<file path="src/rtl/video_timing_pkg.sv">
// Shared definitions for the RGB panel raster timing generator.
// Holds the default 800x480 panel timing, a compact timing set for short
// simulations, the flag bundle carried through the output delay line, and a
// width helper that never returns zero.
package video_timing_pkg;

  // Default 800x480 panel timing.
  localparam int DefHorActive     = 800;
  localparam int DefHorBackPorch  = 26;
  localparam int DefHorFrontPorch = 210;
  localparam int DefHorSync       = 20;
  localparam int DefVerActive     = 480;
  localparam int DefVerBackPorch  = 13;
  localparam int DefVerFrontPorch = 22;
  localparam int DefVerSync       = 10;

  // Compact timing: 8 cycles per line, 6 lines per frame.
  localparam int TestHorActive     = 4;
  localparam int TestHorBackPorch  = 2;
  localparam int TestHorFrontPorch = 1;
  localparam int TestHorSync       = 1;
  localparam int TestVerActive     = 3;
  localparam int TestVerBackPorch  = 1;
  localparam int TestVerFrontPorch = 1;
  localparam int TestVerSync       = 1;

  // Per-cycle timing flags; hs/vs already carry the configured polarity.
  typedef struct packed {
    logic hs;
    logic vs;
    logic de;
    logic line_start;
    logic frame_start;
  } timing_flags_t;

  // $clog2 that yields at least 1, so a single-value range still gets a bit.
  function automatic int vt_width(input int n);
    return (n > 1) ? $clog2(n) : 1;
  endfunction

endpackage

</file>
<file path="src/rtl/vt_delay_line.sv">
// Fixed-latency register pipeline.
// Ports:
//   clk   - clock
//   rst_n - synchronous active-low reset; every stage loads RESET_VALUE
//   d     - data in
//   q     - data out, DEPTH clocks after d (combinational when DEPTH = 0)
// Stages load every clock; there is no enable, so latency is a fixed count of
// clock cycles.
module vt_delay_line #(
  parameter int               WIDTH       = 1,
  parameter int               DEPTH       = 1,
  parameter logic [WIDTH-1:0] RESET_VALUE = '0
) (
  input  logic             clk,
  input  logic             rst_n,
  input  logic [WIDTH-1:0] d,
  output logic [WIDTH-1:0] q
);

  if (DEPTH == 0) begin : g_bypass
    assign q = d;

    logic unused_bypass;
    assign unused_bypass = clk ^ rst_n;
  end else begin : g_stages
    logic [WIDTH-1:0] stage_q [DEPTH];

    always_ff @(posedge clk) begin
      if (!rst_n) begin
        for (int i = 0; i < DEPTH; i++) begin
          stage_q[i] <= RESET_VALUE;
        end
      end else begin
        stage_q[0] <= d;
        for (int i = 1; i < DEPTH; i++) begin
          stage_q[i] <= stage_q[i-1];
        end
      end
    end

    assign q = stage_q[DEPTH-1];
  end

endmodule

</file>
<file path="src/rtl/video_timing_gen.sv">
// Parametrised raster timing generator for the RGB panel path.
// Ports:
//   clk_rgb     - pixel clock
//   rst_n       - synchronous active-low reset
//   en          - advance the raster counters this cycle
//   x, y        - active column/row, 0 outside the active window
//   hs, vs      - syncs, polarity set by HS_ACTIVE_HIGH / VS_ACTIVE_HIGH
//   de          - data enable, high only inside the active window
//   line_start  - one-cycle strobe at h_cnt == 0 (qualified by en)
//   frame_start - one-cycle strobe at h_cnt == 0 && v_cnt == 0 (qualified by en)
//   frame_cnt   - completed-frame count, wraps; not delayed by PIPE_DELAY
// Each line is back porch, active, front porch, sync; frames likewise in lines.
module video_timing_gen
  import video_timing_pkg::*;
#(
  parameter int HOR_ACTIVE_PIXELS      = DefHorActive,
  parameter int HOR_BACK_PORCH_PIXELS  = DefHorBackPorch,
  parameter int HOR_FRONT_PORCH_PIXELS = DefHorFrontPorch,
  parameter int HOR_SYNC_PIXELS        = DefHorSync,
  parameter int VER_ACTIVE_PIXELS      = DefVerActive,
  parameter int VER_BACK_PORCH_PIXELS  = DefVerBackPorch,
  parameter int VER_FRONT_PORCH_PIXELS = DefVerFrontPorch,
  parameter int VER_SYNC_PIXELS        = DefVerSync,
  parameter bit HS_ACTIVE_HIGH         = 1'b1,
  parameter bit VS_ACTIVE_HIGH         = 1'b1,
  parameter int PIPE_DELAY             = 0,
  parameter int FRAME_CNT_WIDTH        = 16,
  localparam int X_WIDTH               = vt_width(HOR_ACTIVE_PIXELS),
  localparam int Y_WIDTH               = vt_width(VER_ACTIVE_PIXELS)
) (
  input  logic                       clk_rgb,
  input  logic                       rst_n,
  input  logic                       en,
  output logic [X_WIDTH-1:0]         x,
  output logic [Y_WIDTH-1:0]         y,
  output logic                       hs,
  output logic                       vs,
  output logic                       de,
  output logic                       line_start,
  output logic                       frame_start,
  output logic [FRAME_CNT_WIDTH-1:0] frame_cnt
);

  localparam int HOR_TOTAL = HOR_ACTIVE_PIXELS + HOR_BACK_PORCH_PIXELS +
                             HOR_FRONT_PORCH_PIXELS + HOR_SYNC_PIXELS;
  localparam int VER_TOTAL = VER_ACTIVE_PIXELS + VER_BACK_PORCH_PIXELS +
                             VER_FRONT_PORCH_PIXELS + VER_SYNC_PIXELS;
  localparam int HW = vt_width(HOR_TOTAL);
  localparam int VW = vt_width(VER_TOTAL);

  // Region boundaries in counter width.
  localparam logic [HW-1:0] H_ACT_START  = HW'(HOR_BACK_PORCH_PIXELS);
  localparam logic [HW-1:0] H_ACT_END    = HW'(HOR_BACK_PORCH_PIXELS + HOR_ACTIVE_PIXELS);
  localparam logic [HW-1:0] H_SYNC_START = HW'(HOR_BACK_PORCH_PIXELS + HOR_ACTIVE_PIXELS +
                                               HOR_FRONT_PORCH_PIXELS);
  localparam logic [HW-1:0] H_MAX        = HW'(HOR_TOTAL - 1);
  localparam logic [VW-1:0] V_ACT_START  = VW'(VER_BACK_PORCH_PIXELS);
  localparam logic [VW-1:0] V_ACT_END    = VW'(VER_BACK_PORCH_PIXELS + VER_ACTIVE_PIXELS);
  localparam logic [VW-1:0] V_SYNC_START = VW'(VER_BACK_PORCH_PIXELS + VER_ACTIVE_PIXELS +
                                               VER_FRONT_PORCH_PIXELS);
  localparam logic [VW-1:0] V_MAX        = VW'(VER_TOTAL - 1);

  localparam int FLAGS_WIDTH = $bits(timing_flags_t);
  localparam int PIPE_WIDTH  = FLAGS_WIDTH + X_WIDTH + Y_WIDTH;
  // Inactive values loaded into the delay line on reset.
  localparam logic [PIPE_WIDTH-1:0] PIPE_IDLE = {~HS_ACTIVE_HIGH, ~VS_ACTIVE_HIGH, 3'b000,
                                                 {X_WIDTH{1'b0}}, {Y_WIDTH{1'b0}}};

  // Elaboration-time parameter checks.
  if (HOR_ACTIVE_PIXELS < 1 || VER_ACTIVE_PIXELS < 1) begin : g_chk_active
    $error("video_timing_gen: active size must be at least 1");
  end
  if (HOR_BACK_PORCH_PIXELS < 1 || HOR_FRONT_PORCH_PIXELS < 1 ||
      HOR_SYNC_PIXELS < 1) begin : g_chk_hor
    $error("video_timing_gen: horizontal porch/sync widths must be at least 1");
  end
  if (VER_BACK_PORCH_PIXELS < 1 || VER_FRONT_PORCH_PIXELS < 1 ||
      VER_SYNC_PIXELS < 1) begin : g_chk_ver
    $error("video_timing_gen: vertical porch/sync widths must be at least 1");
  end
  if (PIPE_DELAY < 0 || PIPE_DELAY > 8) begin : g_chk_pipe
    $error("video_timing_gen: PIPE_DELAY must be in 0..8");
  end
  if (FRAME_CNT_WIDTH < 1) begin : g_chk_fcnt
    $error("video_timing_gen: FRAME_CNT_WIDTH must be at least 1");
  end

  // Raster counters and frame counter.
  logic [HW-1:0]              h_cnt_q, h_cnt_d;
  logic [VW-1:0]              v_cnt_q, v_cnt_d;
  logic [FRAME_CNT_WIDTH-1:0] frame_cnt_q, frame_cnt_d;
  logic                       h_wrap, v_wrap;

  assign h_wrap = (h_cnt_q == H_MAX);
  assign v_wrap = (v_cnt_q == V_MAX);

  always_comb begin
    h_cnt_d     = h_cnt_q;
    v_cnt_d     = v_cnt_q;
    frame_cnt_d = frame_cnt_q;
    if (en) begin
      if (h_wrap) begin
        h_cnt_d = '0;
        if (v_wrap) begin
          v_cnt_d     = '0;
          frame_cnt_d = frame_cnt_q + 1'b1;
        end else begin
          v_cnt_d = v_cnt_q + 1'b1;
        end
      end else begin
        h_cnt_d = h_cnt_q + 1'b1;
      end
    end
  end

  always_ff @(posedge clk_rgb) begin
    if (!rst_n) begin
      h_cnt_q     <= '0;
      v_cnt_q     <= '0;
      frame_cnt_q <= '0;
    end else begin
      h_cnt_q     <= h_cnt_d;
      v_cnt_q     <= v_cnt_d;
      frame_cnt_q <= frame_cnt_d;
    end
  end

  // Raw region decode straight from the counters.
  timing_flags_t      flags_raw;
  logic [X_WIDTH-1:0] x_raw;
  logic [Y_WIDTH-1:0] y_raw;
  logic [HW-1:0]      h_off;
  logic [VW-1:0]      v_off;
  logic               h_in, v_in;

  always_comb begin
    h_in  = (h_cnt_q >= H_ACT_START) && (h_cnt_q < H_ACT_END);
    v_in  = (v_cnt_q >= V_ACT_START) && (v_cnt_q < V_ACT_END);
    h_off = h_cnt_q - H_ACT_START;
    v_off = v_cnt_q - V_ACT_START;

    flags_raw.de          = h_in && v_in;
    flags_raw.hs          = (h_cnt_q >= H_SYNC_START) ~^ HS_ACTIVE_HIGH;
    flags_raw.vs          = (v_cnt_q >= V_SYNC_START) ~^ VS_ACTIVE_HIGH;
    // Strobes only fire on cycles that actually advance the raster.
    flags_raw.line_start  = en && (h_cnt_q == '0);
    flags_raw.frame_start = en && (h_cnt_q == '0) && (v_cnt_q == '0);

    x_raw = flags_raw.de ? X_WIDTH'(h_off) : '0;
    y_raw = flags_raw.de ? Y_WIDTH'(v_off) : '0;
  end

  // Equal delay on every raster output keeps sync/de aligned with the renderer.
  logic [PIPE_WIDTH-1:0] pipe_out;
  timing_flags_t         flags_out;

  vt_delay_line #(
    .WIDTH       (PIPE_WIDTH),
    .DEPTH       (PIPE_DELAY),
    .RESET_VALUE (PIPE_IDLE)
  ) u_delay (
    .clk   (clk_rgb),
    .rst_n (rst_n),
    .d     ({flags_raw, x_raw, y_raw}),
    .q     (pipe_out)
  );

  assign flags_out   = pipe_out[PIPE_WIDTH-1 -: FLAGS_WIDTH];
  assign x           = pipe_out[X_WIDTH+Y_WIDTH-1 -: X_WIDTH];
  assign y           = pipe_out[Y_WIDTH-1:0];
  assign hs          = flags_out.hs;
  assign vs          = flags_out.vs;
  assign de          = flags_out.de;
  assign line_start  = flags_out.line_start;
  assign frame_start = flags_out.frame_start;
  assign frame_cnt   = frame_cnt_q;

endmodule
</file>
<file path="config.mk">
export PLATFORM = sky130hd
export DESIGN_NAME = video_timing_gen
export DESIGN_NICKNAME = d
export VERILOG_FILES = /design/src/rtl/video_timing_pkg.sv /design/src/rtl/vt_delay_line.sv /design/src/rtl/video_timing_gen.sv
export SDC_FILE = /design/constraint.sdc
export NUM_CORES = 1
export LEC_CHECK = 0
export CAP_MARGIN = 20
export CORE_MARGIN = 5
export CORE_UTILIZATION = 57
export DETAILED_ROUTE_END_ITERATION = 10
export HOLD_SLACK_MARGIN = 0.1
export PLACE_DENSITY_LB_ADDON = 0.25
export REMOVE_ABC_BUFFERS = 1
export SYNTH_ARGS = -nofsm -noshare
export SYNTH_HDL_FRONTEND = slang
export SYNTH_SLANG_ARGS = --single-unit
</file>
<file path="constraint.sdc">
create_clock -name clk_rgb -period 6.3 [get_ports clk_rgb]
set_input_delay 1.89 -clock clk_rgb [delete_from_list [all_inputs] [get_ports clk_rgb]]
set_output_delay 1.89 -clock clk_rgb [all_outputs]
set_load 0.1 [all_outputs]
</file>
# --- After elaboration in Yosys (flattened, before gate mapping) ---
# Index checks and enable logic that the tools add are counted.
op_classes:
  n_mux: 4
  addsub: 5
  n_eq_ne: 2
  n_reduce_logical: 9
  order_cmp: 6
ops:
  columns: ["op", "count"]
  rows:
  - ["10-bit 2-to-1 mux", 2]
  - ["16-bit by 1-bit adder with 16-bit output (second input constant)", 1]
  - ["11-bit by 1-bit adder with 11-bit output (second input constant)", 1]
  - ["11-bit == test (second input constant)", 1]
  - ["11-bit >= comparator (second input constant)", 1]
  - ["11-bit by 5-bit >= comparator with 1-bit output (second input constant)", 1]
  - ["11-bit logical NOT", 1]
  - ["11-bit by 10-bit less-than comparator with 1-bit output (second input constant)", 1]
  - ["11-bit 2-to-1 mux", 1]
  - ["10-bit by 1-bit adder with 10-bit output (second input constant)", 1]
  - ["10-bit == test (second input constant)", 1]
  - ["10-bit >= comparator (second input constant)", 1]
  - ["10-bit by 4-bit >= comparator with 1-bit output (second input constant)", 1]
  - ["10-bit logical NOT", 1]
  - ["10-bit by 9-bit less-than comparator with 1-bit output (second input constant)", 1]
  - ["10-bit by 5-bit subtractor with 10-bit output (second input constant)", 1]
  - ["9-bit 2-to-1 mux", 1]
  - ["9-bit by 4-bit subtractor with 9-bit output (second input constant)", 1]
  - ["1-bit logical AND", 5]
  - ["3-bit AND reduction", 1]
  - ["2-bit AND reduction", 1]
word_totals:
  register_bits: 37
  input_bits: 3
  wordCells: 29
  output_inout_bits: 40

# --- Depth between registers and ports, before layout ---
logic_depth:
  word_depth: 4
  mapped_depth: 7
  depth_no_buf: 6

# --- Hierarchy ---
# From an unflattened synthesis, not the netlist that was laid out.
hier_totals:
  hier_cells: 338
  hier_area_um2: 2612.5
by_module_without_submodules:
  columns: ["mod", "n_inst", "seq_area_each_um2", "area_each_um2", "cells_each"]
  rows:
  - ["video_timing_gen", 1, 740.7, 2432.3, 314]
  - ["vt_delay_line", 1, 0.0, 180.2, 24]

# --- Least setup slack after synthesis ---
# Ideal clock, no wire load.
synth_timing:
  path_type: "input-to-output"
  from: "input en"
  to: "output frame_start"
  t_arrival_ns: 4.102
  cell_stages: 4
  n_path_buf: 1
  setup_slack_ns: 0.308
  required_time_ns: 4.410
  path_cell_list: "clkbuf_1 -> nor4b_1 -> and3_1 -> and4_1"
synth_between:
  elab_chain_cells: 2
synth_lines:
  columns: ["item", "line", "text"]
  rows:
  - ["start: declaration", "video_timing_gen.sv:33", "input logic en,"]
  - ["1-bit logical AND", null, null]
  - ["named net line_start", "video_timing_gen.sv:39", "output logic line_start,"]
  - ["1-bit logical AND", "video_timing_gen.sv:147", "flags_raw.frame_start = en && (h_cnt_q == '0) && (v_cnt_q == '0);"]
  - ["end: declaration", "video_timing_gen.sv:40", "output logic frame_start,"]
# The timed path passes the listed nets, and every way through them passes these cells.

# --- Worst setup path in the final report ---
layout_timing:
  from: "input en"
  to: "output frame_start"
layout_between:
  elab_chain_cells: 2
layout_lines:
  columns: ["item", "line"]
  rows:
  - ["1-bit logical AND (2 in series)", "video_timing_gen.sv:147"]
# No other way between the ends.

==> results.md <==
* Run status: finished, final reports clean
* Commonest non-fill, non-tap cell in the layout: dfxtp_1
* Worst Path Class, Setup: in -> out
* Cts bufs inserted at 5
* CTS tree: done
* Bufs on Longest Clock Path at 2
* Slew headroom at 0.340
* Crit-path leading delay family: buffers and inverters
* Clock Root Buffer: clkbuf_8
* Detailed Route Iter0 Violations at ~190
* Buf+Inv Stages, Crit Path at 2
* Ys Warns at 0
* Vias in the first global route at around 2100
* Worst Skew at around 6.3 ps
* Min-delay worst type: reg -> reg
* Number of synthesized flops with an enable pin at 0
* FP Rows at 23
* WHS at 486 ps
* Part of the cycle the worst path needs at 0.859
* Total routing usage reported by global routing at 0.217
* Initial core utilization at 0.599
* # diodes at 0
* Register bit total from synthesis at 37
* Most frequent cells in the layout: 37 x dfxtp_1, 26 x nor3_1, 23 x nor2_1
* Cells along the critical path: clkdlybuf4s50_1 > nor4b_1 > and3_1 > and4_1 > buf_4
* # hold bufs at CTS at 0
* Unrepaired setup endpoints after global routing: no
* Unique masters post-synth at 44
* Tot Pwr at 0.434 mW
* PwrDens at between 150 and 200 nW/um^2
* Worst vdd ir at between 0.1 and 0.15 mV
* Worst-Margin Slew at just under 1000 ps
* Startpoint Class: input port
* Mapped cell area at between 2000 and 2500 um^2
* Post-Synthesis Cells at roughly 310
* Die area at between 5000 and 6000 um^2
* Max Cap Viol at 0
* Chip Height at 75.3 um
* Wirelength per Cell at 14.7 um
* Top cells by area, synth: dfxtp_1 30%, ha_1 5.7%, nor3_1 5.3%, or4_1 4.9%, xnor2_1 4.7%
* Clk_lat worst skew at 300 ps
* Antenna violations before repair at 0
* Layout Utilization at 0.698
* RD Place Congestion at between 0.8 and 0.9
* Max-slew violation count at 0
* First-pass GRT wire length at a little under 10000 um
* Worst min-delay path startpoint: frame_cnt[15]
* Placed instance area at 2750 um^2
* Worst Hold End: frame_cnt[15]
* Leakage at a little under 1 nW
* CP max FO at 7
* R2r worst-path depth at 4
* Number of port buffers at 42
* Fin area at 2830 um^2
* Reg2reg end: v_cnt_q[0]
* Worst path slowest cell: clkdlybuf4s50_1
* Hold Vio Cnt, Final at 0
* Post-route DRC at 0
* Via count at approximately 2300
* IO Pins at 43
* Max Freq at 185 MHz
* # Post-CTS Setup Buffers at 0
* Worst Setup End Kind: output pin
* Worst Path Required at 4410 ps
* Worst hold path depth at 2
* Die width at 75.3 um
* Layout Nets at 350
* Syn_area_per_cell at approximately 7.7 um^2
* Largest net degree at the start of global routing at 21
* Crit path time final at between 5000 and 6000 ps
* Synth top area share at 0.305
* Reg-to-reg slack, setup at between 3000 and 4000 ps
* Most common flop cell mapped by yosys: dfxtp_1
* Clock Sinks at 37
* Synth area leader: dfxtp_1
* Sum of negative setup slack at 0 ps
* Sequential area share after synthesis at 0.305
* Resized cells post-CTS at 0
* Fraction of registers with async set/reset at 0
* Initial DRT Pass Iterations at 4
* Routed vias/inst at just over 6
* Reg-to-reg startpoint: v_cnt_q[4]
* Remaining antenna violation count at 0
* Setup Viol. Count Final at 0
* CP max stage delay at 620 ps
* Core area at ~4100 um^2
* DP HPWL at between 4000 and 5000 um
* WL final at approximately 5700 um
* Area Overhead vs Synth at 16.4%
* Critical Path AT at 3520 ps
* H-tree Lvls at 2
* Layout cells sized above 1 at 0.104
* Grt ovf at 0
* CTS clock-pin slew for the worst setup and hold paths at ~70 ps
==> final cells by class <==
cell class / count / area [um^2]
Clock inverter: 2 / 10.0
Inverter: 14 / 52.6
Fill cell: 346 / 1230
Tap cell: 50 / 62.6
Multi-Input combinational cell: 235 / 1520
Sequential cell: 37 / 741
Timing Repair Buffer: 43 / 375
Clock buffer: 6 / 72.6
==> report_power, final <==
group | switching (mW) | leakage, nW | internal (mW) | total (mW)
Sequential | 0.00252 | 0.298 | 0.235 | 0.238
Combinational | 0.0235 | 0.650 | 0.00842 | 0.0319
Clock | 0.0875 | 0.0450 | 0.0767 | 0.164
Total | 0.113 | 0.993 | 0.320 | 0.434
==> layer usage <==
metal,global-route usage,part of all wire,vias to the layer above
li1,-,-,1182
met1,0.296,0.47,1108
met2,0.351,0.47,52
met3,0.0541,0.052,5
met4,0.0466,0.0070,0
met5,0,0,-
==> metrics by stage <==
| step | worst slack, ps | instances |
|---|---|---|
| after detailed placement | 902 | 379 |
| after global routing | 776 | 387 |
| final | 887 | 387 |
| after global placement | 963 | 379 |
| after floorplan | 482 | 286 |
| after CTS | 901 | 387 |
==> worst register-to-register path, delay by kind of cell (launching register included) <==
kind,cells,cell delay [ps]
DFF,1,420
and+or+nand+nor,3,1430
AOI/OAI and AO/OA,1,670
==> cell usage after synthesis (2+ instances only) <==
cell	number
o311ai_0	2
o211ai_1	2
dfxtp_1	37
ha_1	11
o21ai_0	11
or3_1	13
xor2_1	12
nand4_1	7
o31ai_1	12
and2_1	2
or4_4	2
or2_2	3
a31oi_1	2
nor3_1	26
or4_1	16
xnor2_1	13
nor2_1	23
mux2i_1	4
buf_6	2
and4_1	2
clkbuf_1	24
nor4_1	5
inv_1	13
nand2b_1	4
nand3_1	10
a21oi_1	21
nand2_1	16
and3_1	3
==> sequential cells by signal (all words and copies together), names as in the netlist <==
register	count
frame_cnt	16
h_cnt_q	11
v_cnt_q	10
==> how the worst max path moves through the flow <==
stage | startpoint | endpoint | slack (ps) | cells after the start
final | en | frame_start | 890 | 5
after floorplan | h_cnt_q[1] | x[0] | 480 | 6
after CTS | en | frame_start | 900 | 5
after global placement | en | frame_start | 960 | 5
after global routing | en | frame_start | 780 | 5
after detailed placement | en | frame_start | 900 | 5
==> cell families after synthesis <==
group | share of synthesized area
AOI/OAI and AO/OA | 0.152
xor gates and xnor gates | 0.0900
adders and majority gates | 0.0566
buffers and inverters | 0.0715
DFF | 0.305
muxes | 0.0165
and+or+nand+nor | 0.309
Power figures use the tool's default switching activity.
